$ cat src/rtl/uart_pop_receiver.sv
// 8N1 UART receiver that assembles a POP_WIDTH-bit population word from a byte stream.
// A start pulse arms one transfer; done pulses when the final byte lands in population.
module uart_pop_receiver #(
    parameter int CLKS_PER_BIT = 434,
    parameter int POP_WIDTH    = 1500
) (
    input  logic                 clk,
    input  logic                 rst,
    input  logic                 start,
    input  logic                 rx,
    output logic [POP_WIDTH-1:0] population,
    output logic                 done,
    output logic                 busy,
    output logic                 frame_err
);
    localparam int NUM_BYTES = (POP_WIDTH + 7) / 8;
    localparam int SHW       = 8 * NUM_BYTES;
    localparam int TW        = $clog2(CLKS_PER_BIT);
    localparam int CW        = $clog2(NUM_BYTES + 1);
    localparam logic [TW-1:0] HALF_T = TW'(CLKS_PER_BIT / 2);
    localparam logic [TW-1:0] LAST_T = TW'(CLKS_PER_BIT - 1);
    localparam logic [CW-1:0] LAST_B = CW'(NUM_BYTES - 1);

    typedef enum logic [2:0] {B_IDLE, B_START, B_DATA, B_STOP, B_BREAK} bstate_t;
    typedef enum logic {T_IDLE, T_RECV} tstate_t;

    logic                 sync_q, rx_s_q;
    bstate_t              bstate_q, bstate_d;
    logic [TW-1:0]        timer_q, timer_d;
    logic [2:0]           bitidx_q, bitidx_d;
    logic [7:0]           data_q, data_d;
    tstate_t              tstate_q, tstate_d;
    logic [CW-1:0]        cnt_q, cnt_d;
    logic [SHW-1:0]       shadow_q, shadow_d;
    logic [POP_WIDTH-1:0] pop_q, pop_d;
    logic                 done_q, done_d;
    logic                 ferr_q, ferr_d;
    logic                 byte_valid, byte_err;

    // Bit-level framing: start-bit midpoint check, then one sample per bit period.
    always_comb begin
        bstate_d   = bstate_q;
        timer_d    = timer_q + 1'b1;
        bitidx_d   = bitidx_q;
        data_d     = data_q;
        byte_valid = 1'b0;
        byte_err   = 1'b0;
        case (bstate_q)
            B_IDLE: begin
                timer_d = '0;
                if (!rx_s_q) bstate_d = B_START;
            end
            B_START: begin
                if (timer_q == HALF_T) begin
                    timer_d  = '0;
                    bitidx_d = '0;
                    bstate_d = rx_s_q ? B_IDLE : B_DATA;
                end
            end
            B_DATA: begin
                if (timer_q == LAST_T) begin
                    timer_d  = '0;
                    data_d   = {rx_s_q, data_q[7:1]};
                    bitidx_d = bitidx_q + 3'd1;
                    if (bitidx_q == 3'd7) bstate_d = B_STOP;
                end
            end
            B_STOP: begin
                if (timer_q == LAST_T) begin
                    timer_d = '0;
                    if (rx_s_q) begin
                        byte_valid = 1'b1;
                        bstate_d   = B_IDLE;
                    end else begin
                        byte_err = 1'b1;
                        bstate_d = B_BREAK;
                    end
                end
            end
            B_BREAK: begin
                // A line held low after a bad stop bit must not look like a new start bit.
                timer_d = '0;
                if (rx_s_q) bstate_d = B_IDLE;
            end
            default: bstate_d = B_IDLE;
        endcase
    end

    // Transfer control: byte counter, shadow assembly and the population commit.
    always_comb begin
        tstate_d = tstate_q;
        cnt_d    = cnt_q;
        shadow_d = shadow_q;
        pop_d    = pop_q;
        done_d   = 1'b0;
        ferr_d   = ferr_q;
        case (tstate_q)
            T_IDLE: begin
                if (start && !done_q) begin
                    tstate_d = T_RECV;
                    cnt_d    = '0;
                    ferr_d   = 1'b0;
                end
            end
            T_RECV: begin
                if (byte_err) begin
                    ferr_d   = 1'b1;
                    tstate_d = T_IDLE;
                end else if (byte_valid) begin
                    shadow_d[8*cnt_q +: 8] = data_q;
                    cnt_d = cnt_q + 1'b1;
                    if (cnt_q == LAST_B) begin
                        pop_d    = shadow_d[POP_WIDTH-1:0];
                        done_d   = 1'b1;
                        tstate_d = T_IDLE;
                    end
                end
            end
            default: tstate_d = T_IDLE;
        endcase
    end

    always_ff @(posedge clk) begin
        if (rst) begin
            sync_q   <= 1'b1;
            rx_s_q   <= 1'b1;
            bstate_q <= B_IDLE;
            timer_q  <= '0;
            bitidx_q <= '0;
            tstate_q <= T_IDLE;
            cnt_q    <= '0;
            pop_q    <= '0;
            done_q   <= 1'b0;
            ferr_q   <= 1'b0;
        end else begin
            sync_q   <= rx;
            rx_s_q   <= sync_q;
            bstate_q <= bstate_d;
            timer_q  <= timer_d;
            bitidx_q <= bitidx_d;
            tstate_q <= tstate_d;
            cnt_q    <= cnt_d;
            pop_q    <= pop_d;
            done_q   <= done_d;
            ferr_q   <= ferr_d;
        end
    end

    // Datapath holding registers carry no reset; population only ever sees them on done.
    always_ff @(posedge clk) begin
        data_q   <= data_d;
        shadow_q <= shadow_d;
    end

    assign population = pop_q;
    assign done       = done_q;
    assign busy       = (tstate_q == T_RECV);
    assign frame_err  = ferr_q;
endmodule
$ cat config.mk
export PLATFORM = sky130hd
export DESIGN_NAME = uart_pop_receiver
export DESIGN_NICKNAME = d
export VERILOG_FILES = /design/src/rtl/uart_pop_receiver.sv
export SDC_FILE = /design/constraint.sdc
export NUM_CORES = 2
export LEC_CHECK = 0
export CAP_MARGIN = 20
export CORE_AREA = 2 2 594 596
export CTS_BUF_LIST = sky130_fd_sc_hd__clkbuf_4 sky130_fd_sc_hd__clkbuf_8
export DETAILED_ROUTE_END_ITERATION = 8
export DIE_AREA = 0 0 596 598
export GPL_TIMING_DRIVEN = 0
export PLACE_DENSITY_LB_ADDON = 0.15
export SYNTH_ARGS = -nofsm -noshare
export SYNTH_HDL_FRONTEND = slang
export SYNTH_SLANG_ARGS = --single-unit
$ cat constraint.sdc
create_clock -name clk -period 161.2 [get_ports clk]
set_clock_uncertainty 0.15 [all_clocks]
set_input_delay 24.18 -clock clk [delete_from_list [all_inputs] [get_ports clk]]
set_output_delay 24.18 -clock clk [all_outputs]
set_load 0.05 [all_outputs]
# ---- Word level (Yosys, flattened, before mapping)
# Index checks and enable logic that the tools add are counted.
dict set report totals {
  word_cells 88
  output_inout_bits 1503
  register_bits 3040
  in_bits 4
}
dict set report classes {
  bitwise_logic 3
  n_reduce_logical 14
  n_shift 2
  eq_ne 18
  add_sub_neg 4
  mux 35
}
# op n
set op_table {}
lappend op_table {{$bwmux W1504} 1}
lappend op_table {{$shift A8 B34 Y1504 const A} 1}
lappend op_table {{$shiftx A8 B34 Y1504} 1}
lappend op_table {{$neg A11 Y34} 1}
lappend op_table {{$mux W3} 9}
lappend op_table {{$pmux W9 S3} 1}
lappend op_table {{$mux W8} 3}
lappend op_table {{$mux W9} 2}
lappend op_table {{$ne A2 B2 Y1 const B} 8}
lappend op_table {{$pmux W8 S2} 1}
lappend op_table {{$pmux W3 S5} 1}
lappend op_table {{$mux W1} 13}
lappend op_table {{$add A9 B1 Y9 const B} 1}
lappend op_table {{$eq A9 B8 Y1 const B} 1}
lappend op_table {{$eq A9 B9 Y1 const B} 1}
lappend op_table {{$reduce_and A3 Y1} 3}
lappend op_table {{$add A8 B1 Y8 const B} 1}
lappend op_table {{$eq A8 B8 Y1 const B} 1}
lappend op_table {{$eq A3 B2 Y1 const B} 2}
lappend op_table {{$eq A3 B3 Y1 const B} 2}
lappend op_table {{$pmux W3 S2} 1}
lappend op_table {{$reduce_and A6 Y1} 1}
lappend op_table {{$ne A2 B1 Y1 const B} 2}
lappend op_table {{$pmux W1 S2} 2}
lappend op_table {{other kinds (12)} 16}

# ---- Longest topological paths before layout
dict set report depth {
  ltp_word 6
  ltp_mapped 14
  ltp_nobuf 10
}

# ---- Worst setup path after synthesis
# Ideal clock, no wire load.
dict set report synth_timing {
  path_type {register to register}
  from {register timer_q[7]}
  to {register pop_q[783] (netlist: population[783])}
  path_buffers 1
  t_required_ns 160.990
  slack_ns 58.422
  period_less_slack_ns 102.778
  path_stages_with_launch 8
  setup_time_ns 0.060
  arrival_time_ns 102.568
  path_cell_list {dfxtp_1 -> nor4bb_1 -> nand2_1 -> nor4_2 -> nand2_1 -> nor2_2 -> buf_2 -> a22o_1}
}
dict set report synth_via {
  elab_chain_len 5
  elab_cells_between_ends 7
  classes_between {1 x eq/ne; 4 x mux; 1 x bitwise; 1 x reduce/logical}
}
# element line_no
set synth_rtl {}
lappend synth_rtl {{start: declaration} 29} ;# logic [TW-1:0] timer_q, timer_d;
lappend synth_rtl {{start signal: assignment} 139} ;# timer_q <= timer_d;
lappend synth_rtl {{$eq A9 B9 Y1 (*)} 69} ;# if (timer_q == LAST_T) begin
lappend synth_rtl {{$mux W1} 69}
lappend synth_rtl {{$mux W1} 48} ;# case (bstate_q)
lappend synth_rtl {{$not A1 Y1 (no source line)} n/a}
lappend synth_rtl {{$reduce_and A4 Y1 (no source line) (*)} n/a}
lappend synth_rtl {{end signal: assignment} 143} ;# pop_q <= pop_d;
lappend synth_rtl {{end: declaration} 35} ;# logic [POP_WIDTH-1:0] pop_q, pop_d;
# Every way passes the cells marked *; elsewhere a longest branch is shown, timed or not.
# A chain may end at the register's enable or synchronous reset.

# ---- Worst setup path after layout
dict set report layout_timing {
  from {register done_q (netlist: done)}
  to {output done}
}
# element line_no
set layout_rtl {}
lappend layout_rtl {{start: declaration} 36} ;# logic done_q, done_d;
lappend layout_rtl {{start signal: assignment} 144} ;# done_q <= done_d;
lappend layout_rtl {{end: declaration} 12} ;# output logic done,
# No word-level cell between the ends.

==> results.json <==
{
  "vertical_die_dimension_um": 598,
  "slew_violations": 0,
  "area_growth_syn_to_layout_pct": 31.1,
  "worst_pin_slew_ns": 1.33,
  "floorplan.core_area_mm2": 0.351,
  "grt_remaining_overflow": 0,
  "yosys_register_bits": 3036,
  "first_global_vias": 97368,
  "sink_count_of_the_clock_tree": 3036,
  "crit_path_start_kind": "flop",
  "min_path_cells": 1,
  "final_hold_viol_count": 0,
  "grt_use_total_pct": 34.2,
  "pwr_density_cell_mw_per_mm2": 10.4,
  "wl_final_um": 632000,
  "initialDrtViolationCount": 10496,
  "worst_ir_drop_on_vdd_uv": 8.50,
  "timing.final.crit_period_ns": 27.21,
  "detail_route.drc_violations": 0,
  "worst_hold_slack_ns": 0.275,
  "finalCoreUtilization_pct": 44.0,
  "start_util_pct": 33.5,
  "pre_cts_slack_ns": 133.46,
  "max_stage_delay_ns": 0.96,
  "ctsRootBufferMaster": "sky130_fd_sc_hd__clkbuf_8",
  "layout-drive-gt1-share_pct": 13.7,
  "yosysSeqAreaShare_pct": 64.5,
  "synth_nets": 11345,
  "wl_per_cell_um": 33.7,
  "crit_type": "reg -> out",
  "synth_top_flop_cell": "sky130_fd_sc_hd__dfxtp_1",
  "post_synth_instance_area_mm2": 0.118,
  "dr_total_vias": 101345,
  "cts.hold.buffers_added": 0,
  "design.final.nets": 13645,
  "floorplan.io_pins": 1507,
  "numCtsBuffers": 546,
  "setup-violations-final": 0,
  "family_with_the_most_delay_on_the_worst_path": "buffers and inverters",
  "final_weighted_congestion_of_routability_driven_global_placement": 0.964,
  "route.antenna.remaining_nets": 0,
  "hold_class": "reg -> reg",
  "tritoncts": "yes",
  "max_slew_headroom_at_the_worst_pin_pct": 11.6,
  "detail_route.vias_per_cell": 5.40,
  "number_of_optimization_iterations_in_the_first_detailed_route_pass": 8,
  "final_critical_path_setup_slack_ns": 133.99,
  "rows": 218,
  "outcome": "completed",
  "fmax_ghz": 0.0368,
  "synth_enable_flop_cells": 1508,
  "grt_antenna_before_repair": 79,
  "multi_input_area_mm2": 0.0387,
  "cells_along_the_critical_path": "clkdlybuf4s50_1",
  "timing.critical_path.buf_inv": 1,
  "post_synth.cell_area_avg_um2": 10.4,
  "num-fill-cells": 33707,
  "grt_pass1_wl_um": 830000,
  "grt_max_degree": 17,
  "yosys_warnings": 0,
  "worst-endpoint-arrival_ns": 2.88,
  "post-dp-hpwl_um": 508000,
  "layout_worst_path_cycle_share_pct": 16.9,
  "synthesis.instances": 11334,
  "cts_resized": 0,
  "die_w_um": 596,
  "p_leak_nw": 49.9,
  "cts_setup_buffers": 0,
  "grt_setup_unrepaired": "no",
  "async_flop_share_pct": 0,
  "crit_cells": 1,
  "total_die_area_mm2": 0.356,
  "cts.clk_slew.worst_paths_ns": 0.07,
  "critPathRequiredTime_ns": 136.87,
  "path_max_fanout": 3,
  "worst_setup_path_end_kind": "output pin",
  "clock_insertion_delay_worst_skew_ns": 1.19,
  "maximum_clock_insertion_buffer_count": 4,
  "worstRegToRegCells": 13,
  "ff_latch_area_mm2": 0.0759,
  "max_cap_violations": 0,
  "post_synth_num_cell_types": 68,
  "htree_levels": 6,
  "crit_path_top_delay_cell": "sky130_fd_sc_hd__clkdlybuf4s50_1",
  "numPortBuffers": 1505
}
## layout make-up
type                            instances  share of cell area [%]
Clock inverter                        124                   0.699
Inverter                               53                   0.129
Multi-Input combinational cell       7450                    25.1
Sequential cell                      3036                    49.2
Antenna cell                           35                  0.0568
Timing Repair Buffer                 1752                    12.2
Tap cell                             4620                    3.75
Buffer                                795                    2.01
Clock buffer                          887                    6.90
## per-layer routing
layer / vias to the layer above / GRT usage [%] / share of wire, %
li1: 44469 / - / -
met1: 50331 / 39.6 / 37
met2: 5319 / 55.2 / 46
met3: 1202 / 10.6 / 9.8
met4: 24 / 21.1 / 7.1
met5: - / 0 / 0.029
## placed cells by master, fill, tap and decap left out, drive strengths merged, types with 7 or more instances in the layout
| cell | synthesis | routed |
|---|---|---|
| diode | 0 | 35 |
| nand3 | 246 | 246 |
| a311oi | 25 | 25 |
| nor4 | 9 | 9 |
| mux2 | 505 | 505 |
| clkinvlp | 0 | 10 |
| o21a | 16 | 16 |
| or2 | 50 | 50 |
| a22o | 207 | 207 |
| nand2b | 31 | 31 |
| and2 | 24 | 24 |
| o21ai | 687 | 687 |
| o31ai | 154 | 154 |
| clkdlybuf4s50 | 0 | 1505 |
| buf | 59 | 306 |
| a21o | 9 | 9 |
| nand2 | 2130 | 2130 |
| edfxtp | 1508 | 1508 |
| xnor2 | 9 | 9 |
| nor2 | 1735 | 1735 |
| o211ai | 16 | 16 |
| nor3 | 679 | 679 |
| mux2i | 35 | 35 |
| bufinv | 0 | 7 |
| clkbuf | 736 | 1623 |
| a21oi | 426 | 426 |
| a211oi | 154 | 154 |
| dfxtp | 1528 | 1528 |
| a31oi | 71 | 71 |
| a41oi | 8 | 8 |
| nand3b | 7 | 7 |
| clkinv | 1 | 75 |
| and3 | 49 | 49 |
| ha | 7 | 7 |
| xor2 | 8 | 8 |
| inv | 52 | 85 |
| o2bb2ai | 16 | 16 |
| o21bai | 67 | 67 |
| or4 | 8 | 8 |
| nand4 | 26 | 26 |
## final timing paths
kind	startpoint	end	slack [ns]
max	done	done	133.99
min	sync_q	rx_s_q	0.27
max reg2reg	cnt_q[0]	population[514]	153.86
min reg2reg	sync_q	rx_s_q	0.27
## per-stage QoR
stage / area, um^2 / instances / setup TNS, ns / total power [mW]
after floorplan: 118000 / 11334 / 0 / 0.825
after global placement: 138000 / 17459 / -656.55 / 0.831
after detailed placement: 142000 / 17701 / 0 / 0.832
after CTS: 154000 / 18712 / 0 / 1.61
after global routing: 154000 / 18719 / 0 / 1.64
final: 154000 / 18752 / 0 / 1.60
## synthesized netlist by cell type (5+ instances only)
cell	count	share of area, %
sky130_fd_sc_hd__inv_1	52	0.17
sky130_fd_sc_hd__a21o_1	9	0.057
sky130_fd_sc_hd__nand2_1	2130	6.8
sky130_fd_sc_hd__o31ai_1	153	0.98
sky130_fd_sc_hd__o21ai_0	685	2.9
sky130_fd_sc_hd__a311oi_1	25	0.19
sky130_fd_sc_hd__clkbuf_1	736	2.3
sky130_fd_sc_hd__and2_1	21	0.11
sky130_fd_sc_hd__nand4b_1	5	0.037
sky130_fd_sc_hd__nor3_1	675	2.9
sky130_fd_sc_hd__o21bai_1	67	0.43
sky130_fd_sc_hd__mux2i_1	35	0.30
sky130_fd_sc_hd__a31oi_1	70	0.37
sky130_fd_sc_hd__nor4_1	5	0.027
sky130_fd_sc_hd__ha_1	7	0.074
sky130_fd_sc_hd__or4_1	7	0.045
sky130_fd_sc_hd__and3_1	49	0.26
sky130_fd_sc_hd__edfxtp_1	1508	38
sky130_fd_sc_hd__xor2_1	8	0.060
sky130_fd_sc_hd__nand4_1	26	0.14
sky130_fd_sc_hd__a22o_1	207	1.5
sky130_fd_sc_hd__o211ai_1	16	0.10
sky130_fd_sc_hd__a41oi_1	8	0.060
sky130_fd_sc_hd__a211oi_1	152	0.97
sky130_fd_sc_hd__nor2_1	1729	5.5
sky130_fd_sc_hd__nand3b_1	7	0.045
sky130_fd_sc_hd__xnor2_1	9	0.067
sky130_fd_sc_hd__o21a_1	16	0.10
sky130_fd_sc_hd__mux2_2	505	4.8
sky130_fd_sc_hd__buf_2	41	0.17
sky130_fd_sc_hd__nand2b_1	31	0.16
sky130_fd_sc_hd__o2bb2ai_1	16	0.12
sky130_fd_sc_hd__buf_1	17	0.054
sky130_fd_sc_hd__dfxtp_1	1528	26
sky130_fd_sc_hd__a21oi_1	423	1.8
sky130_fd_sc_hd__or2_2	48	0.26
sky130_fd_sc_hd__nand3_1	242	1.0
## kinds of logic after synthesis
kind of cell | share of synthesized area, %
xor gates and xnor gates | 0.127
buffers and inverters | 2.76
AOI/OAI and AO/OA | 9.82
muxes | 5.13
and+or+nand+nor | 17.6
adders and majority gates | 0.0745
DFF | 64.5
## report_power, final
group	switching (mW)	internal, mW	leakage [nW]
Clock	0.352	0.433	6.27
Combinational	0.0111	0.00218	22.3
Sequential	0.0000803	0.802	21.4
## state kept, by name (all words and copies together), names as in the netlist
register and count:
cnt_q 8, done 1, data_q 8, busy 1
bitidx_q 3, sync_q 1, rx_s_q 1, frame_err 1
population 1500, bstate_q 3, shadow_q 1500, timer_q 9
(Power assumes the default switching activity.)
